$ cat config.mk
export PLATFORM = sky130hd
export DESIGN_NAME = addsub_operand_sequencer
export DESIGN_NICKNAME = d
export VERILOG_FILES = /design/src/rtl/addsub_operand_sequencer.sv
export SDC_FILE = /design/constraint.sdc
export NUM_CORES = 1
export LEC_CHECK = 0
export CAP_MARGIN = 20
export CORE_AREA = 2 2 44 46
export CTS_CLUSTER_DIAMETER = 100
export DETAILED_ROUTE_END_ITERATION = 10
export DIE_AREA = 0 0 46 48
export GPL_ROUTABILITY_DRIVEN = 0
export PLACE_DENSITY = 0.82
export SETUP_SLACK_MARGIN = 0.2
export SYNTH_ARGS = -nofsm -noshare
export SYNTH_HDL_FRONTEND = slang
export SYNTH_SLANG_ARGS = --single-unit
$ cat constraint.sdc
create_clock -name clk -period 2.1 [get_ports clk]
set_clock_uncertainty 0.1 [all_clocks]
set_input_delay 0.525 -clock clk [delete_from_list [all_inputs] [get_ports clk]]
set_output_delay 0.525 -clock clk [all_outputs]
set_load 0.01 [all_outputs]
$ cat src/rtl/addsub_operand_sequencer.sv
// Operand entry sequencer for the 2-bit adder/subtractor: debounced push-button steps A -> B+mode -> execute -> show.
// Capture latency: 2 sync + DEBOUNCE_CYCLES cycles from stable press to load_pulse; result lands one cycle after op_b.
module addsub_operand_sequencer #(
    parameter int DEBOUNCE_CYCLES = 16
) (
    input  logic       clk,
    input  logic       rst_n,
    input  logic [1:0] sw,
    input  logic       sw_mode,
    input  logic       btn_load,
    output logic [1:0] op_a,
    output logic [1:0] op_b,
    output logic       op_mode,
    input  logic [1:0] add_sum,
    input  logic       add_cout,
    output logic [1:0] result,
    output logic       result_cout,
    output logic       result_valid,
    output logic [1:0] phase
);

    typedef enum logic [1:0] {
        S_A    = 2'd0,
        S_B    = 2'd1,
        S_EXEC = 2'd2,
        S_SHOW = 2'd3
    } state_t;

    localparam int CW = (DEBOUNCE_CYCLES > 1) ? $clog2(DEBOUNCE_CYCLES) : 1;
    localparam logic [CW-1:0] CNT_LAST = CW'(DEBOUNCE_CYCLES - 1);

    logic          btn_meta;
    logic          btn_sync;
    logic          btn_db;
    logic [CW-1:0] db_cnt;
    logic          db_expire;
    logic          load_pulse;

    // The level flips on the same edge the counter would reach its limit.
    assign db_expire = (btn_sync != btn_db) && (db_cnt == CNT_LAST);

    always_ff @(posedge clk or negedge rst_n) begin
        if (!rst_n) begin
            btn_meta   <= 1'b0;
            btn_sync   <= 1'b0;
            btn_db     <= 1'b0;
            db_cnt     <= '0;
            load_pulse <= 1'b0;
        end else begin
            btn_meta   <= btn_load;
            btn_sync   <= btn_meta;
            load_pulse <= db_expire && !btn_db;
            if (btn_sync == btn_db) begin
                db_cnt <= '0;
            end else if (db_expire) begin
                btn_db <= ~btn_db;
                db_cnt <= '0;
            end else begin
                db_cnt <= db_cnt + CW'(1);
            end
        end
    end

    state_t     state;
    state_t     state_nxt;
    logic [1:0] op_a_nxt;
    logic [1:0] op_b_nxt;
    logic       op_mode_nxt;
    logic [1:0] result_nxt;
    logic       result_cout_nxt;
    logic       result_valid_nxt;

    always_ff @(posedge clk or negedge rst_n) begin
        if (!rst_n) begin
            state        <= S_A;
            op_a         <= 2'b00;
            op_b         <= 2'b00;
            op_mode      <= 1'b0;
            result       <= 2'b00;
            result_cout  <= 1'b0;
            result_valid <= 1'b0;
        end else begin
            state        <= state_nxt;
            op_a         <= op_a_nxt;
            op_b         <= op_b_nxt;
            op_mode      <= op_mode_nxt;
            result       <= result_nxt;
            result_cout  <= result_cout_nxt;
            result_valid <= result_valid_nxt;
        end
    end

    always_comb begin
        state_nxt        = state;
        op_a_nxt         = op_a;
        op_b_nxt         = op_b;
        op_mode_nxt      = op_mode;
        result_nxt       = result;
        result_cout_nxt  = result_cout;
        result_valid_nxt = result_valid;
        case (state)
            S_A: begin
                if (load_pulse) begin
                    op_a_nxt  = sw;
                    state_nxt = S_B;
                end
            end
            S_B: begin
                if (load_pulse) begin
                    op_b_nxt    = sw;
                    op_mode_nxt = sw_mode;
                    state_nxt   = S_EXEC;
                end
            end
            // The stage is combinational from op_*, so its outputs are settled by now.
            S_EXEC: begin
                result_nxt       = add_sum;
                result_cout_nxt  = add_cout;
                result_valid_nxt = 1'b1;
                state_nxt        = S_SHOW;
            end
            S_SHOW: begin
                if (load_pulse) begin
                    result_valid_nxt = 1'b0;
                    state_nxt        = S_A;
                end
            end
            default: state_nxt = S_A;
        endcase
    end

    assign phase = state;

endmodule

-- Yosys cells after proc, flatten, opt, wreduce, memory -nomap -nowiden
Cells that the tools add are included.
- input port bits: 9
- register bits: 19
- logic and storage cells: 42
- output and inout bits: 11
- eq/ne operators: 9
- add/sub/neg operators: 1
- reductions and logical operators: 10
- multiplexer cells: 8
- bitwise logic cells: 2
- operators with widths (cell ; number):
    $mux W4 ; 2
    $pmux W2 S4 ; 1
    $reduce_and A2 Y1 ; 4
    $mux W2 ; 3
    $ne A2 B2 Y1 const B ; 3
    $add A4 B1 Y4 const B ; 1
    $eq A2 B2 Y1 const B ; 2
    $eq A4 B4 Y1 const B ; 1
    $reduce_and A3 Y1 ; 1
    $eq A2 B1 Y1 const B ; 1
    $logic_and A1 B1 Y1 ; 2
    $logic_not A2 Y1 ; 1
    $not A1 Y1 ; 2
    $pmux W1 S2 ; 1
    $reduce_bool A2 Y1 ; 1
    $eq A1 B1 Y1 ; 1
    $logic_not A1 Y1 ; 1
    $mux W1 ; 1
    $ne A1 B1 Y1 ; 1

-- Logic depth before layout (Yosys ltp)
Gate-level depths: netlist of run 1.
- depth in word-level cells: 4
- depth in mapped cells: 5
- depth with buffers taken out: 5

-- Worst setup path before layout of run 1
OpenSTA, ideal clock, no wires.
- kind: register -> register
- from: register state[1], in the netlist phase[1]
- to: register state[1], in the netlist phase[1]
- path buffers: 0
- arrival time: 1.250 ns
- clock period less this slack: 1.475 ns
- slack: 0.625 ns
- library setup time: 0.125 ns
- data required time: 1.875 ns
- stages on the path, launching flop included: 6
- cells stage by stage: dfrtp_1 -> inv_1 -> ha_1 -> nor3_2 -> nor2_2 -> mux2_4
- longest elaborated chain between the ends: 3
- elaborated cells between the ends (all ways): 9
- those cells by class: eq/ne (6); mux (1); reduce/logical (2)
- RTL lines (item ; line ; text):
    start, declared ; 64 ; state_t state;
    start signal, assigned ; 83 ; state <= state_nxt;
    $eq A2 B1 Y1, or another cell as far along ; 101 ; case (state)
    $ne A2 B2 Y1 (no source line) ; -- ;
    $reduce_and A3 Y1 (no source line) ; -- ;
Several ways; a longest one is shown, not always the timed one.
A chain may end at the register's enable or synchronous reset.

-- Final worst setup path of run 1
- from: register state[0], in the netlist phase[0]
- to: output phase[0]
- RTL lines (item ; line ; text):
    end, declared ; 19 ; output logic [1:0] phase
No word-level cell between the ends.

==> results.json, run 1 <==
{
  "fmax_mhz": 544,
  "cts.sinks": 19,
  "grt_start_max_net_pins": 20,
  "reg2reg_slack_ps": 490,
  "core_um2": 1690,
  "first_global_vias": 499,
  "leakagePower_nw": 0.491,
  "syn_nets": 73,
  "place_ws_ps": 503,
  "ys_ff_latch": 19,
  "antenna_found_initial": 0,
  "p_int_mw": 0.798,
  "syn_avg_cell_area_um2": 13.8,
  "synth-simple-area-share_pct": 8.75,
  "vdd_drop_max_uv": 461,
  "yosys.area.top_type": "dfrtp_1",
  "dieArea_um2": 2210,
  "dp_hpwl_um": 1030,
  "cts_buffer_depth": 2,
  "overflow": 0,
  "track_usage_pct": 14.8,
  "hold_buffers": 0,
  "drv_cap": 0,
  "crit_family": "buffers and inverters",
  "fin_crit_sh_pct": 87.5,
  "final_cell_mix": "19 x dfrtp_1, 19 x clkdlybuf4s50_1, 9 x mux2_2",
  "synthTopCellsByArea": "dfrtp_1 59%, mux2_2 13%, ha_1 9.4%",
  "root_buffer": "clkbuf_4",
  "cp.buffers_inverters": 1,
  "setup_ws_ps": 263,
  "fin_cells": 103,
  "ys_warn_count": 0,
  "syn_area_um2": 801,
  "seqPwrFrac_pct": 40.6,
  "cts_tree": "done",
  "start_util_pct": 47.4,
  "total_power_mw": 1.14,
  "grt_pass1_wl_um": 2220,
  "switching_share_pct": 30.0,
  "worst-path-max-fanout": 3,
  "p_sw_mw": 0.341,
  "crit_required_ps": 1470,
  "drt_wl_total_um": 1430,
  "hold_viol": 0,
  "synthCells": 58,
  "area_growth_pct": 34.4,
  "htreeDepth": 1,
  "vias": 512,
  "die_height_um": 48,
  "ys_types": 18,
  "crit_path_end_kind": "output pin",
  "whs_ps": 265,
  "cts_inserted_buffers": 3,
  "cp_cell_sequence": "clkdlybuf4s50_1",
  "start_kind": "flip-flop",
  "combinationalPowerShare_pct": 43.7,
  "synth_top_family_by_area": "multiplexers",
  "pwr-share-clk_pct": 15.7,
  "drt_iter0_markers": 1,
  "slew_violations": 0,
  "yosys.area.top_type_share_pct": 59.4,
  "slew_headroom_pct": 77.1,
  "path_depth": 1,
  "drc_errors": 0,
  "post-route-cell-area_um2": 1080,
  "critPathMaxStageDelay_ps": 540,
  "drive_above_1_share_pct": 23.3,
  "p_per_area_nw_per_um2": 1060,
  "rr_worst_depth": 6,
  "slowest_stage": "clkdlybuf4s50_1",
  "antenna_cells": 0,
  "seqCellArea_um2": 475,
  "worstMarginPinSlew_ps": 341,
  "cp-endpoint": "phase[0]",
  "rsz0062_at_grt": "no",
  "nets": 102,
  "r2r-start": "phase[0]$_DFFE_PN0P_",
  "clkLatencyLatePin_ps": 290,
  "fin_util_pct": 63.7,
  "rr_endpoint": "phase[1]$_DFFE_PN0P_",
  "rows": 15,
  "setup_violations": 0,
  "status": "complete, no violations",
  "post_drt_wl_per_cell_um": 13.8,
  "place_area_um2": 1020,
  "critPathKind": "reg -> out",
  "fillCellCount": 125,
  "fp.dieW_um": 46,
  "clkTransAtPathRegs_ps": 100,
  "hold_path_class": "reg -> reg",
  "synthXorXnorAreaFrac_pct": 2.19,
  "multi_input_area_um2": 310,
  "worstPathArrival_ps": 1210,
  "route.antenna.remaining_nets": 0,
  "startpoint": "phase[0]$_DFFE_PN0P_",
  "seq_area_frac_synth_pct": 59.4,
  "synth_fa_ha_area_share_pct": 9.38,
  "synth-compound-area-share_pct": 2.66,
  "io_pins": 20,
  "via_per_inst": 4.97,
  "tns_ps": 0,
  "drt_first_pass_iters": 4,
  "place_inst": 95,
  "synth_mux_area_share_pct": 15.8,
  "io_buffers": 19,
  "fin_crit_ps": 1840
}
layer usage:
metal  global-route usage, %  vias up  share of wire (%)
li1                        -      252                  -
met1                    17.6      247                 46
met2                    23.9       11                 50
met3                    4.53        2                3.3
met4                    8.57        0               0.84
met5                       0        -                  0
layout make-up:
type / count / area share, %
Sequential cell: 19 / 44.2
Multi-Input combinational cell: 35 / 28.8
Inverter: 4 / 1.40
Timing Repair Buffer: 24 / 21.2
Tap cell: 17 / 1.98
Clock buffer: 4 / 2.44
power groups by stage:
stage                     logic, mW  registers (mW)  clock network, mW
after global placement        0.416           0.476                  0
after floorplan               0.227           0.504                  0
after global routing          0.543           0.470              0.208
final                         0.498           0.463              0.178
after detailed placement      0.426           0.484                  0
after CTS                     0.452           0.467              0.190
cell families after synthesis:
logic type,after synthesis
buffers and inverters,4
AO/OA/AOI/OAI,4
multiplexers,11
XOR/XNOR,2
flip-flops,19
adder cells (fa/ha/maj),6
AND/OR/NAND/NOR,12
flip-flops by register name, indices dropped and copies added, names as in the netlist, 2 cells and up:
register	flops
phase	2
op_a	2
result	2
db_cnt	4
op_b	2
synth_stat cells:
| library cell | number |
|---|---|
| nor3b_1 | 2 |
| mux2_2 | 9 |
| ha_1 | 6 |
| nand4b_1 | 1 |
| nor2b_1 | 1 |
| o22ai_1 | 1 |
| o21ai_0 | 1 |
| nand2_1 | 2 |
| a21oi_1 | 2 |
| nand3_1 | 1 |
| mux2_4 | 1 |
| mux2i_1 | 1 |
| nor2_2 | 1 |
| inv_1 | 4 |
| dfrtp_1 | 19 |
| nor3_2 | 1 |
| xnor2_1 | 2 |
| nor2_1 | 3 |
worst min-delay path by stage:
stage / to / cells past startpoint / from
final: btn_sync$_DFF_PN0_ / 0 / btn_meta$_DFF_PN0_
after global routing: btn_sync$_DFF_PN0_ / 0 / btn_meta$_DFF_PN0_
after CTS: btn_sync$_DFF_PN0_ / 0 / btn_meta$_DFF_PN0_
after detailed placement: btn_sync$_DFF_PN0_ / 0 / btn_meta$_DFF_PN0_
after global placement: btn_sync$_DFF_PN0_ / 0 / btn_meta$_DFF_PN0_
after floorplan: btn_db$_DFFE_PN0P_ / 0 / rst_n
worst register-to-register path: stages, from the launching register on:
cell     delay (ps)
dfrtp_1         410
buf_4           140
inv_1           130
ha_1            210
nor3_2           60
nor2_2          140
mux2_4          310
timing repair:
| item | CTS | global route |
|---|---|---|
| resized for setup | 0 | 0 |
| setup buffers | 1 | 3 |
| setup endpoints to repair | 1 | 1 |
| cloned | 0 | 0 |
Power figures use the tool's default switching activity.
==> inputs of run 2 (changes only) <==
- DONT_BUFFER_PORTS: unset -> 1
- PLACE_DENSITY: 0.82 -> 0.67
- REMOVE_ABC_BUFFERS: unset -> 1
==> run 2 against run 1 <==
- first-iteration DRC count rose to 5.0 times the previous value
- die area did not move
- via count fell by 14%
- non-clock buffer count fell by 23
- core utilization fell by 13 points
- combinational power fell by 47%
- sequential share of layout area rose by 11 points
- count of clock-buffer cells in the layout did not move
- sequential power rose by 9.7%
- critical path type is now reg -> reg
- critical endpoint is now phase[1]$_DFFE_PN0P_
- largest power group is now registers
==> results.json, run 2 (same netlist as run 1, synthesis figures left out) <==
{
  "status": "complete, no violations",
  "min_delay_path_depth": 0,
  "startpoint": "phase[1]$_DFFE_PN0P_",
  "leakagePower_nw": 0.396,
  "post_drt_wl_per_cell_um": 13.6,
  "vdd_drop_max_uv": 557,
  "p_per_area_nw_per_um2": 1100,
  "grt_pass1_wl_um": 1790,
  "drive_above_1_share_pct": 23.8,
  "wl_met1_um": 518,
  "regMostFlops": "db_cnt",
  "vias": 440,
  "track_usage_pct": 11.6,
  "pwr-share-clk_pct": 18.5,
  "p_int_mw": 0.648,
  "drt_iter0_markers": 5,
  "rr_worst_depth": 5,
  "critPathKind": "reg -> reg",
  "drt_first_pass_iters": 4,
  "first_global_vias": 399,
  "final_cell_mix": "19 x dfrtp_1, 9 x mux2_2, 6 x ha_1",
  "slew_violations": 0,
  "core_um2": 1690,
  "drt_wl_total_um": 1090,
  "root_buffer": "clkbuf_4",
  "drv_cap": 0,
  "clkLatencyLatePin_ps": 280,
  "cts_inserted_buffers": 3,
  "htreeDepth": 1,
  "cts_buffer_depth": 2,
  "fp.dieW_um": 46,
  "p_sw_mw": 0.299,
  "r2r-start": "phase[1]$_DFFE_PN0P_",
  "drc_errors": 0,
  "clkTransAtPathRegs_ps": 100,
  "route.antenna.remaining_nets": 0,
  "io_buffers": 0,
  "crit_path_end_kind": "flip-flop",
  "overflow": 0,
  "nets": 79,
  "total_power_mw": 0.947,
  "via_per_inst": 5.50,
  "start_kind": "flip-flop",
  "holdCritStartpoint": "btn_load",
  "wl_met3_um": 72,
  "dieArea_um2": 2210,
  "seqPwrFrac_pct": 53.6,
  "slew_headroom_pct": 44.0,
  "final_common_cell": "dfrtp_1",
  "cts_tree": "done",
  "die_height_um": 48,
  "highest_layer": "met4",
  "rsz0062_at_grt": "no",
  "worst-path-max-fanout": 5,
  "start_util_pct": 47.4,
  "io_pins": 20,
  "crit_required_ps": 2180,
  "antenna_cells": 0,
  "antenna_found_initial": 0,
  "dp_hpwl_um": 795,
  "switching_share_pct": 31.6,
  "setup_violations": 0,
  "worstMarginPinSlew_ps": 837,
  "fmax_mhz": 637,
  "fillCellCount": 146,
  "area_growth_pct": 7.19,
  "multi_input_area_um2": 310,
  "combinationalPowerShare_pct": 27.9,
  "hold_path_class": "in -> reg",
  "grt_start_max_net_pins": 20,
  "fin_crit_sh_pct": 74.7,
  "largest_reg_flops": 4,
  "worstPathArrival_ps": 1650,
  "tns_ps": 0,
  "hold_viol": 0,
  "wl_met2_um": 496,
  "fin_crit_ps": 1570,
  "cts_resized": 0,
  "seqCellArea_um2": 475,
  "rows": 15,
  "cts.sinks": 19
}
[run 2: layout make-up]
class	count	area share, %
repair buffers	1	1.17
well taps	17	2.48
clock buffers	4	3.06
flip-flops and latches	19	55.4
inverters	4	1.75
multi-input cells	35	36.2
[run 2: what timing repair did]
| item | 4_1_cts | 5_1_grt |
|---|---|---|
| hold endpoints to repair | 19 | 0 |
| hold buffers | 1 | 0 |
| buffers inserted | 0 | 0 |
[run 2: worst max-delay path, stage by stage (launching register included)]
cell	delay, ps
dfrtp_1	480
inv_1	120
ha_1	220
nor3_2	190
nor2_2	70
mux2_4	290
[run 2: final timing paths]
| kind | endpoint | slack, ps |
|---|---|---|
| hold / removal | btn_meta$_DFF_PN0_ | 160 |
| setup reg to reg | phase[1]$_DFFE_PN0P_ | 530 |
| max in group asynchronous | op_mode$_DFFE_PN0P_ | 710 |
| hold reg to reg | btn_sync$_DFF_PN0_ | 260 |
| setup / recovery | phase[1]$_DFFE_PN0P_ | 530 |
| min in group asynchronous | phase[0]$_DFFE_PN0P_ | 680 |
[run 2: stage by stage]
step | hold slack (ps) | cell area, um^2 | utilization [%] | instances | setup slack (ps)
detailed placement | 130 | 822 | 48.7 | 75 | 534
global placement | 130 | 822 | 48.7 | 75 | 523
global route | 126 | 858 | 50.8 | 80 | 428
finish | 161 | 858 | 50.8 | 80 | 531
floorplan | 129 | 801 | - | 58 | 625
CTS | 143 | 858 | 50.8 | 80 | 515
[run 2: power by group through the flow]
| stage | clock network (mW) | registers [mW] | logic (mW) |
|---|---|---|---|
| final | 0.176 | 0.508 | 0.264 |
| after global placement | 0 | 0.515 | 0.257 |
| after floorplan | 0 | 0.504 | 0.227 |
| after CTS | 0.186 | 0.509 | 0.269 |
| after global routing | 0.204 | 0.524 | 0.293 |
| after detailed placement | 0 | 0.517 | 0.257 |
[run 2: per-layer routing]
| metal | GRT usage [%] | up-vias |
|---|---|---|
| met5 | 0 | - |
| met4 | 3.43 | 0 |
| met3 | 6.04 | 2 |
| met2 | 16.7 | 21 |
| met1 | 15.3 | 208 |
| li1 | - | 209 |
==> inputs of run 3 (changes only) <==
- PLACE_DENSITY: 0.67 -> 0.7
- clock period: 2.1 -> 1.35 ns (I/O delays scaled with it)
==> run 3 against run 2 <==
- sequential share of layout area is 11 points lower
- clock power up 59%
- the run now ends with negative setup slack left
- non-clock buffer count increased by 13
- wire length is 32% higher
- critical path type unchanged
- critical endpoint unchanged
- worst setup slack worse by 620 ps
- register-to-register slack got worse by 620 ps
- via count increased by 12%
- hold slack worse by 76 ps
==> results.json, run 3 (same netlist as run 1, synthesis figures left out) <==
{
  "clkLatencyLatePin_ps": 290,
  "slowest_stage": "dfrtp_2",
  "antenna_found_initial": 0,
  "core_um2": 1690,
  "fin_crit_sh_pct": 107,
  "largest_reg_flops": 4,
  "hold_path_class": "in -> reg",
  "drv_cap": 0,
  "drt_iter0_markers": 4,
  "drt_wl_total_um": 1440,
  "fmax_mhz": 694,
  "start_util_pct": 47.4,
  "track_usage_pct": 15.2,
  "rsz0062_at_grt": "yes",
  "route.antenna.remaining_nets": 0,
  "drt_first_pass_iters": 2,
  "post_drt_wl_per_cell_um": 15.5,
  "cp.buffers_inverters": 0,
  "final_common_cell": "dfrtp_1",
  "fin_crit_ps": 1440,
  "crit_family": "flip-flops",
  "vias": 491,
  "seqPwrFrac_pct": 42.3,
  "regMostFlops": "db_cnt",
  "worstPathArrival_ps": 1530,
  "worst-path-max-fanout": 4,
  "clkTransAtPathRegs_ps": 100,
  "place_inst": 83,
  "rows": 15,
  "critPathMaxStageDelay_ps": 470,
  "p_int_mw": 1.29,
  "cts_inserted_buffers": 3,
  "root_buffer": "clkbuf_4",
  "worstMarginPinSlew_ps": 847,
  "setup_violations": 6,
  "grt_pass1_wl_um": 2270,
  "htreeDepth": 1,
  "fp.dieW_um": 46,
  "dp_hpwl_um": 980,
  "slew_violations": 0,
  "area_growth_pct": 33.9,
  "crit_required_ps": 1440,
  "cts_tree": "done",
  "fin_cells": 93,
  "cp_cell_sequence": "ha_2, nor3_4, nor2_2, mux2_4",
  "place_area_um2": 882,
  "die_height_um": 48,
  "critPathKind": "reg -> reg",
  "grt_start_max_net_pins": 20,
  "drive_above_1_share_pct": 51.3,
  "violations": "negative setup slack",
  "crit_path_end_kind": "flip-flop",
  "dieArea_um2": 2210,
  "antenna_cells": 0,
  "via_per_inst": 5.28,
  "place_ws_ps": -124,
  "overflow": 0,
  "tns_ps": -312,
  "vdd_drop_max_uv": 1140,
  "io_buffers": 0,
  "nets": 92,
  "cts.sinks": 19,
  "post-route-cell-area_um2": 1070,
  "io_pins": 20,
  "pwr-share-clk_pct": 14.8,
  "start_kind": "flip-flop",
  "cts_buffer_depth": 2,
  "status": "complete, but fails checks",
  "setup_ws_ps": -91.0,
  "hold_viol": 0,
  "first_global_vias": 537,
  "leakagePower_nw": 0.502,
  "combinationalPowerShare_pct": 42.9,
  "p_per_area_nw_per_um2": 1770,
  "final_cell_mix": "18 x dfrtp_1, 8 x buf_4, 5 x mux2_4, 5 x mux2_2, 4 x buf_6",
  "drc_errors": 0,
  "slew_headroom_pct": 43.5,
  "p_sw_mw": 0.606,
  "switching_share_pct": 32.0
}
-- run 3: what timing repair did --
action / CTS / global route
setup buffers: 3 / 1
gates resized for setup: 21 / 7
setup endpoints to repair: 25 / 46
endpoints found under the hold margin: 20 / 0
hold buffers: 2 / 0
pin swaps: 3 / 0
-- run 3: area by class of cell --
class                   count  area, um^2
clock buffers               4        26.3
fillers                   119         617
inverters                   4        15.0
multi-input cells          35         405
flip-flops and latches     19         477
well taps                  17        21.3
repair buffers             14         128
-- run 3: worst paths after layout --
| kind | startpoint | end | slack [ps] | depth (start not counted) |
|---|---|---|---|---|
| setup reg to reg | phase[0]$_DFFE_PN0P_ | phase[1]$_DFFE_PN0P_ | -90 | 4 |
| min in group asynchronous | rst_n | result[1]$_DFFE_PN0P_ | 110 | 1 |
| max in group asynchronous | rst_n | phase[0]$_DFFE_PN0P_ | 470 | 1 |
| hold reg to reg | btn_meta$_DFF_PN0_ | btn_sync$_DFF_PN0_ | 260 | 0 |
| setup / recovery | phase[0]$_DFFE_PN0P_ | phase[1]$_DFFE_PN0P_ | -90 | 4 |
| hold / removal | sw[0] | op_b[0]$_DFFE_PN0P_ | 80 | 1 |
-- run 3: power by group through the flow --
stage	combinational, mW	sequential (mW)	clock, mW
after floorplan	0.353	0.785	0
after global placement	0.567	0.779	0
final	0.812	0.802	0.280
after CTS	0.754	0.795	0.290
after detailed placement	0.590	0.787	0
after global routing	0.893	0.818	0.319
-- run 3: stage by stage --
| step | hold slack (ps) | total power, mW | utilization, % |
|---|---|---|---|
| floorplan | -58.1 | 1.14 | - |
| global placement | -57.7 | 1.35 | 52.2 |
| detailed placement | -57.7 | 1.38 | 52.2 |
| CTS | 78.8 | 1.84 | 60.7 |
| global route | 57.2 | 2.03 | 63.5 |
| finish | 85.0 | 1.89 | 63.5 |
-- run 3: worst register-to-register path: stages (launching register included) --
cell and delay, ps:
dfrtp_2 470, ha_2 230, nor3_4 180, nor2_2 60, mux2_4 300
-- run 3: metal layers --
| layer | track usage [%] | vias up | wire length [um] |
|---|---|---|---|
| met4 | 6.86 | 0 | 12 |
| met2 | 25.0 | 14 | 754 |
| li1 | - | 234 | - |
| met1 | 17.1 | 241 | 603 |
| met3 | 6.79 | 2 | 67 |
| met5 | 0 | - | 0 |
